[src/rtl/alu_result_queue.sv]
// alu_result_queue
// In-order result buffer between a functional unit and the common data
// buses. Completed results are queued, the queue requests the CDBs while it
// holds anything, and every bus whose select matches ADDRESS in a cycle
// carries the next result in order (lowest granted bus gets the oldest).
// A flush discards everything buffered, including a result offered in the
// flush cycle.

module alu_result_queue #(
    parameter int              XLEN      = 32,
    parameter int              RRN_WIDTH = 6,
    parameter int              DEPTH     = 4,
    parameter int              NUM_CDB   = 2,
    parameter logic [7:0]      ADDRESS   = 8'h00
) (
    input  logic                           clock,
    input  logic                           reset,
    input  logic                           flush,

    input  logic                           in_valid,
    output logic                           in_ready,
    input  logic [XLEN-1:0]                in_data,
    input  logic [RRN_WIDTH-1:0]           in_rrn,

    input  logic [NUM_CDB*8-1:0]           cdb_select,
    output logic                           cdb_request,
    output logic [NUM_CDB-1:0]             cdb_valid,
    output logic [NUM_CDB*XLEN-1:0]        cdb_data,
    output logic [NUM_CDB*RRN_WIDTH-1:0]   cdb_rrn,

    output logic [$clog2(DEPTH):0]         count,
    output logic                           full,
    output logic                           empty
);

    localparam int PTR_W = $clog2(DEPTH);
    localparam int CNT_W = PTR_W + 1;

    logic [XLEN-1:0]      data_mem [DEPTH];
    logic [RRN_WIDTH-1:0] rrn_mem  [DEPTH];

    logic [PTR_W-1:0]     head;
    logic [PTR_W-1:0]     tail;
    logic [NUM_CDB-1:0]   bus_grant;
    logic [CNT_W-1:0]     pop_cnt;
    logic [PTR_W-1:0]     rd_ptr;
    logic                 push;

    // Status flags come only from the registered occupancy, so a pop in the
    // same cycle never opens a slot for the producer.
    always_comb begin
        full        = (count == CNT_W'(DEPTH));
        empty       = (count == '0);
        in_ready    = !full;
        push        = in_valid && in_ready;
        cdb_request = !empty && !flush;
    end

    // A bus is granted to this unit when its select lane carries ADDRESS.
    always_comb begin
        bus_grant = '0;
        for (int i = 0; i < NUM_CDB; i++) begin
            bus_grant[i] = (cdb_select[i*8 +: 8] == ADDRESS);
        end
    end

    // Walk the buses in ascending order; each granted bus takes the next
    // entry from head until the queue runs out. Flush and reset suppress
    // all broadcasts because those entries are about to vanish.
    always_comb begin
        cdb_valid = '0;
        cdb_data  = '0;
        cdb_rrn   = '0;
        pop_cnt   = '0;
        rd_ptr    = head;
        for (int i = 0; i < NUM_CDB; i++) begin
            if (bus_grant[i] && (pop_cnt < count) && !flush && !reset) begin
                rd_ptr                              = head + pop_cnt[PTR_W-1:0];
                cdb_valid[i]                        = 1'b1;
                cdb_data[i*XLEN +: XLEN]            = data_mem[rd_ptr];
                cdb_rrn[i*RRN_WIDTH +: RRN_WIDTH]   = rrn_mem[rd_ptr];
                pop_cnt                             = pop_cnt + CNT_W'(1);
            end
        end
    end

    // Entry storage; written at tail on an accepted push.
    always_ff @(posedge clock) begin
        if (!reset && !flush && push) begin
            data_mem[tail] <= in_data;
            rrn_mem[tail]  <= in_rrn;
        end
    end

    // Pointer and occupancy update: reset and flush both empty the queue,
    // otherwise push and multi-pop apply together.
    always_ff @(posedge clock) begin
        if (reset || flush) begin
            head  <= '0;
            tail  <= '0;
            count <= '0;
        end else begin
            if (push) begin
                tail <= tail + PTR_W'(1);
            end
            head  <= head + pop_cnt[PTR_W-1:0];
            count <= count + CNT_W'(push) - pop_cnt;
        end
    end

endmodule

[config.mk]
export PLATFORM = sky130hd
export DESIGN_NAME = alu_result_queue
export DESIGN_NICKNAME = d
export VERILOG_FILES = /design/src/rtl/alu_result_queue.sv
export SDC_FILE = /design/constraint.sdc
export NUM_CORES = 1
export LEC_CHECK = 0
export BUFFER_PORTS_ARGS = -buffer_cell sky130_fd_sc_hd__buf_4
export CAP_MARGIN = 5
export CORE_MARGIN = 8
export CORE_UTILIZATION = 51
export DETAILED_ROUTE_END_ITERATION = 6
export PLACE_DENSITY = 0.77
export SYNTH_ARGS = -nofsm -noshare
export SYNTH_HDL_FRONTEND = slang
export SYNTH_SLANG_ARGS = --single-unit
[constraint.sdc]
create_clock -name clock -period 3.07 [get_ports clock]
set_clock_uncertainty 0.15 [all_clocks]
set_input_delay 0.1535 -clock clock [delete_from_list [all_inputs] [get_ports clock]]
set_output_delay 0.1535 -clock clock [all_outputs]
set_load 0.02 [all_outputs]
After elaboration in Yosys (flattened, before gate mapping)

Memories as Yosys holds them, arrays and structs flattened. A register that Yosys moved wholly into a read port is not among the register bits.
Index checks and enable logic that the tools add are counted.

Flip-flop bits (word level): 7
Memory bits (writable): 152
Input bits: 58
Memories kept: 2

Memories:

| memory   | words | width | rd ports | clocked after memory_dff | write ports | line | RTL |
|---|---|---|---|---|---|---|---|
| data_mem | 4     | 32    | 2        | 1                        | 1           | 39   | `logic [XLEN-1:0] data_mem [DEPTH];` |
| rrn_mem  | 4     | 6     | 2        | 1                        | 1           | 40   | `logic [RRN_WIDTH-1:0] rrn_mem [DEPTH];` |

Add/sub/neg operators: 6
$lt $le $gt $ge: 2
Eq/ne operators: 1
Mux-type cells: 12
Reduce and logical (&&, ||, !) cells: 18

Operator list:

| operator                                           | number |
|---|---|
| 2-to-1 mux 32 bit                                  | 2 |
| logical NOT 8 bit                                  | 2 |
| 2-to-1 mux 6 bit                                   | 2 |
| logical AND 1 bit                                  | 10 |
| 2-to-1 mux 1 bit                                   | 5 |
| adder 2 bit                                        | 2 |
| logical NOT 1 bit                                  | 4 |
| 2-to-1 mux 2 bit                                   | 2 |
| adder 3 x 1 -> 3 bit                               | 1 |
| adder 3 x 1 -> 3 bit (second input constant)       | 1 |
| == test 3 bit (second input constant)              | 1 |
| logical NOT 3 bit                                  | 1 |
| < comparator 1 x 3 -> 1 bit (first input constant) | 1 |
| < comparator 3 bit                                 | 1 |
| 2-to-1 mux 3 bit                                   | 1 |
| subtractor 3 bit                                   | 1 |
| adder 2 x 1 -> 2 bit (second input constant)       | 1 |
| logical OR 1 bit                                   | 1 |

Depth between registers and ports, before layout

Word-level depth: 12
Mapped depth: 14

Least setup slack after synthesis

No wires, ideal clock.

Path kind: register -> register
From: reg count[1]
To: reg count[2]
Library setup time: 78 ps
Arrival time: 2999 ps
Setup slack: -156 ps
Stages on the path, launching flop included: 15
Period minus slack after synthesis: 3226 ps
Path through: dfxtp_1 or3_1 nand4_1 buf_2 buf_6 nor2_1 ha_1 ha_1 inv_1 ha_1 inv_1 fa_1 xor2_1 and2_1 nor3_1

Longest elaborated chain between the ends: 11
Elaborated cells between the ends (all ways): 16
Those cells by class: add/sub (3); order compare (2); eq/ne (1); mux (2); reduce/logical (8)

Ends and longest elaborated chain:

| what                            | line | RTL |
|---|---|---|
| start, declared                 | 31   | `output logic [$clog2(DEPTH):0] count,` |
| start signal, assigned          | 107  | `count <= count + CNT_W'(push) - pop_cnt;` |
| < comparator 1 x 3 -> 1 bit     | 77   | `if (bus_grant[i] && (pop_cnt < count) && !flush && !reset) begin` |
| logical AND 1 bit (3 in series) | 77   |  |
| 2-to-1 mux 1 bit                | 77   |  |
| < comparator 3 bit              | 77   |  |
| logical AND 1 bit (3 in series) | 77   |  |
| 2-to-1 mux 3 bit                | 77   |  |
| subtractor 3 bit *              | 107  |  |

Mark *: on every way between the ends. The rest lies on a longest branch, timed or not.
A chain may end at the register's enable or synchronous reset.

Worst setup path after layout

From: reg count[0]
To: out cdb_data[49]

Longest elaborated chain between the ends: 10
Elaborated cells between the ends (all ways): 12
Those cells by class: add/sub (1); order compare (2); mux (2); reduce/logical (6); memory (1)

Ends and longest elaborated chain:

| what                                                                        | line | RTL |
|---|---|---|
| parallel branches: the longest is 9 deep, another holds memory (4 x 32 bit) | n/a  |  |
| 2-to-1 mux 32 bit *                                                         | 77   |  |
| end, declared                                                               | 28   | `output logic [NUM_CDB*XLEN-1:0] cdb_data,` |

Mark *: on every way between the ends.

==> impl_metrics.env <==
export IMPL_ys_types=28
export IMPL_holdWs_ns=0.1183
export IMPL_hp_start="reset"
export IMPL_critical_path_arrival_ns=2.77
export IMPL_powerDensity_mw_per_mm2=494.3
export IMPL_required_ns=2.77
export IMPL_diodes=0
export IMPL_syn_inst=399
export IMPL_fin_ws_ns=-0.005095
export IMPL_hold_depth=4
export IMPL_r2r_setup_slack_ns=0.04
export IMPL_p_leak_nw=3.650
export IMPL_rr_endpoint="count[2]$_SDFF_PP0_"
export IMPL_die_y_um=139.0
export IMPL_critical_path_top_delay_family="simple AND/OR/NAND/NOR gates"
export IMPL_cts_tree="built"
export IMPL_nNetsFinal=680
export IMPL_clock_path_buffers=2
export IMPL_grt_pass1_wl_um=31010
export IMPL_setup_tns_final_ns=-0.005095
export IMPL_cp_num_buf_inv=4
export IMPL_pre_cts_ws_ns=0.06257
export IMPL_violations="negative setup slack"
export IMPL_grt_ovfl_total=0
export IMPL_synthMuxAreaShare_pct=22.87
export IMPL_max_freq_mhz=325.2
export IMPL_crit_chain="or3_4, nand4_1, inv_2, ha_4, buf_12, buf_16, mux4_2, nor3b_2, buf_4"
export IMPL_end_kind="output pin"
export IMPL_routedWlPerCell_um=24.48
export IMPL_finalCriticalPeriod_ns=3.075
export IMPL_setup_violations=1
export IMPL_cts_num_sinks=159
export IMPL_routed_via_density=5.894
export IMPL_clkLatencyLatePin_ns=0.42
export IMPL_finalWirelength_um=19830
export IMPL_drive_gt1_share_pct=52.25
export IMPL_yosys_area_share_simple_pct=10.22
export IMPL_area_growth_syn_to_layout_pct=34.11
export IMPL_place_gp_congestion=0.7768
export IMPL_startpoint_type="flop"
export IMPL_use_met1_pct=24.51
export IMPL_grt_util_met3_pct=5.921
export IMPL_rows=45
export IMPL_grt_usage_pct=21.27
export IMPL_reg2reg_from="count[0]$_SDFF_PP0_"
export IMPL_die_area_sq_mm=0.01932
export IMPL_dp_hpwl_um=12260
export IMPL_vias=4774
export IMPL_max_stage_delay_ns=0.50
export IMPL_worstMarginPinSlew_ns=0.6710
export IMPL_clkTransAtPathRegs_ns=0.06
export IMPL_max_slew_margin_rel_pct=55.27
export IMPL_rsz0062_at_grt="yes"
export IMPL_die_w_um=139.0
export IMPL_path_max_fanout=6
export IMPL_drt_pass1_iterations=4
export IMPL_grt_use_met2_pct=37.57
export IMPL_grt_pass1_vias=5456
export IMPL_drt_iter0_markers=343
export IMPL_seq_area_frac_synth_pct=60.99
export IMPL_fin_crit_sh_pct=100.2
export IMPL_outcome="finished, violations left"
export IMPL_cap_violations=0
export IMPL_drc=0
export IMPL_coreArea_sq_mm=0.01498
export IMPL_synth_top_family_by_area="multiplexers"
export IMPL_crit_type="reg2out"
export IMPL_synth_compound_area_share_pct=0.2595
export IMPL_ant_nets=0
export IMPL_ir_drop_v=0.0004180
export IMPL_grt_max_degree=41
export IMPL_synth_xor_area_share_pct=0.4380
export IMPL_slowest_stage="mux4_2"
export IMPL_top_usage_layer="met2"
export IMPL_r2r_cells=14
export IMPL_cts_buffers_inserted=17
export IMPL_hp_class="in2reg"
export IMPL_portBuffers=142
export IMPL_slew_violations=0
export IMPL_syn_area_per_cell_sq_um=19.33
export IMPL_hold_viol_final=0
export IMPL_synthAdderAreaFrac_pct=1.882
export IMPL_htreeDepth=4
export IMPL_ys_warnings_count=0
export IMPL_root_buffer="clkbuf_16"
export IMPL_total_power_w=0.005113
export IMPL_start_util_pct=51.50
export IMPL_syn_nets=468
export IMPL_min_to="count[0]$_SDFF_PP0_"
export IMPL_synth_ff_latch_count=159
export IMPL_antenna_found_initial=0
export IMPL_syn_area_sq_mm=0.007714
export IMPL_io_pins=143
==> sequential cells by signal, summed over array words and instances (netlist names) <==
signal,flops
data_mem,128
count,3
head,2
tail,2
rrn_mem,24
==> tightest hold or removal path: stages <==
cell and delay [ns]:
buf_4 0.09, nor2_1 0.09, buf_4 0.17, and2_1 0.15
==> stage by stage <==
stage / utilization (%) / area, sq um / instances
finish: 69.07 / 10340 / 810
global route: 69.07 / 10340 / 810
CTS: 69.62 / 10430 / 814
detailed placement: 60.43 / 9051 / 721
global placement: 60.43 / 9051 / 721
floorplan: - / 7725 / 399
==> cell type report <==
class                           count  area (sq um)
Clock inverter                     11         262.8
Timing Repair Buffer              222          1889
Sequential cell                   159          4716
Tap cell                          188         235.2
Multi-Input combinational cell    200          2768
Clock buffer                       19         432.9
Fill cell                         961          4632
Inverter                           11         41.29
==> worst max path at each step <==
stage | start | end | cells past startpoint
finish | count[0]$_SDFF_PP0_ | cdb_data[49] | 9
global route | count[0]$_SDFF_PP0_ | cdb_data[49] | 9
global placement | cdb_select[11] | count[2]$_SDFF_PP0_ | 14
detailed placement | cdb_select[5] | count[2]$_SDFF_PP0_ | 14
CTS | count[1]$_SDFF_PP0_ | cdb_data[34] | 9
floorplan | count[0]$_SDFF_PP0_ | count[2]$_SDFF_PP0_ | 14
==> synth_stat cells (all sizes together) <==
master,count,share of area (%)
inv,11,0.54
ha,10,1.6
mux4,76,23
xor2,3,0.44
clkbuf,6,0.29
and2,4,0.32
or3b,1,0.11
or2,1,0.081
dfxtp,7,1.8
o21ai,2,0.13
nor3b,38,5.0
nand4,2,0.16
and3,5,0.41
nand3,2,0.13
a21oi,2,0.13
edfxtp,152,59
or3,1,0.081
nor3,2,0.13
nor2,8,0.39
nor4,4,0.32
fa,1,0.26
nor2b,38,3.1
buf,23,2.5
==> power breakdown <==
| group | switching, W | total [W] | internal (W) |
|---|---|---|---|
| logic | 0.0000837 | 0.000215 | 0.000131 |
| clock network | 0.000811 | 0.00249 | 0.00168 |
| registers | 0.0000104 | 0.00241 | 0.00240 |
==> kinds of logic after synthesis <==
logic type	count (synthesis)
multiplexers	76
XOR/XNOR	3
AND/OR/NAND/NOR	106
flip-flops	159
buffers and inverters	40
AO/OA/AOI/OAI	4
adder cells (fa/ha/maj)	11
==> timing repair <==
item / 4_1_cts / 5_1_grt
buffers inserted: 17 / 2
gates resized for setup: 32 / 4
hold buffers: 42 / 0
hold endpoints to repair: 158 / 0
gates cloned: 4 / 0
pin swaps: 1 / 1
endpoints found under the setup margin: 38 / 76
==> layout by cell type (no fill, tap or decap), types with 2 or more instances in the layout <==
master	n
a21oi_1	2
and2_1	4
and3_2	5
buf_12	5
buf_16	2
buf_4	169
buf_6	4
bufinv_16	8
clkbuf_1	2
clkbuf_16	17
clkinvlp_4	3
dfxtp_1	2
dfxtp_2	3
dfxtp_4	2
dlygate4sd3_1	42
edfxtp_1	152
ha_1	9
inv_1	10
mux4_2	76
nand3_1	2
nand4_1	2
nor2_1	7
nor2b_1	35
nor2b_2	3
nor3_1	2
nor3b_1	16
nor3b_2	21
nor4_1	4
o21ai_0	2
xor2_1	2
==> per-layer routing <==
metal,up-vias,routed length [um]
met5,-,0
met4,0,319
met3,23,1459
met2,226,10500
met1,2475,7555
li1,2050,-
Power figures use the tool's default switching activity.
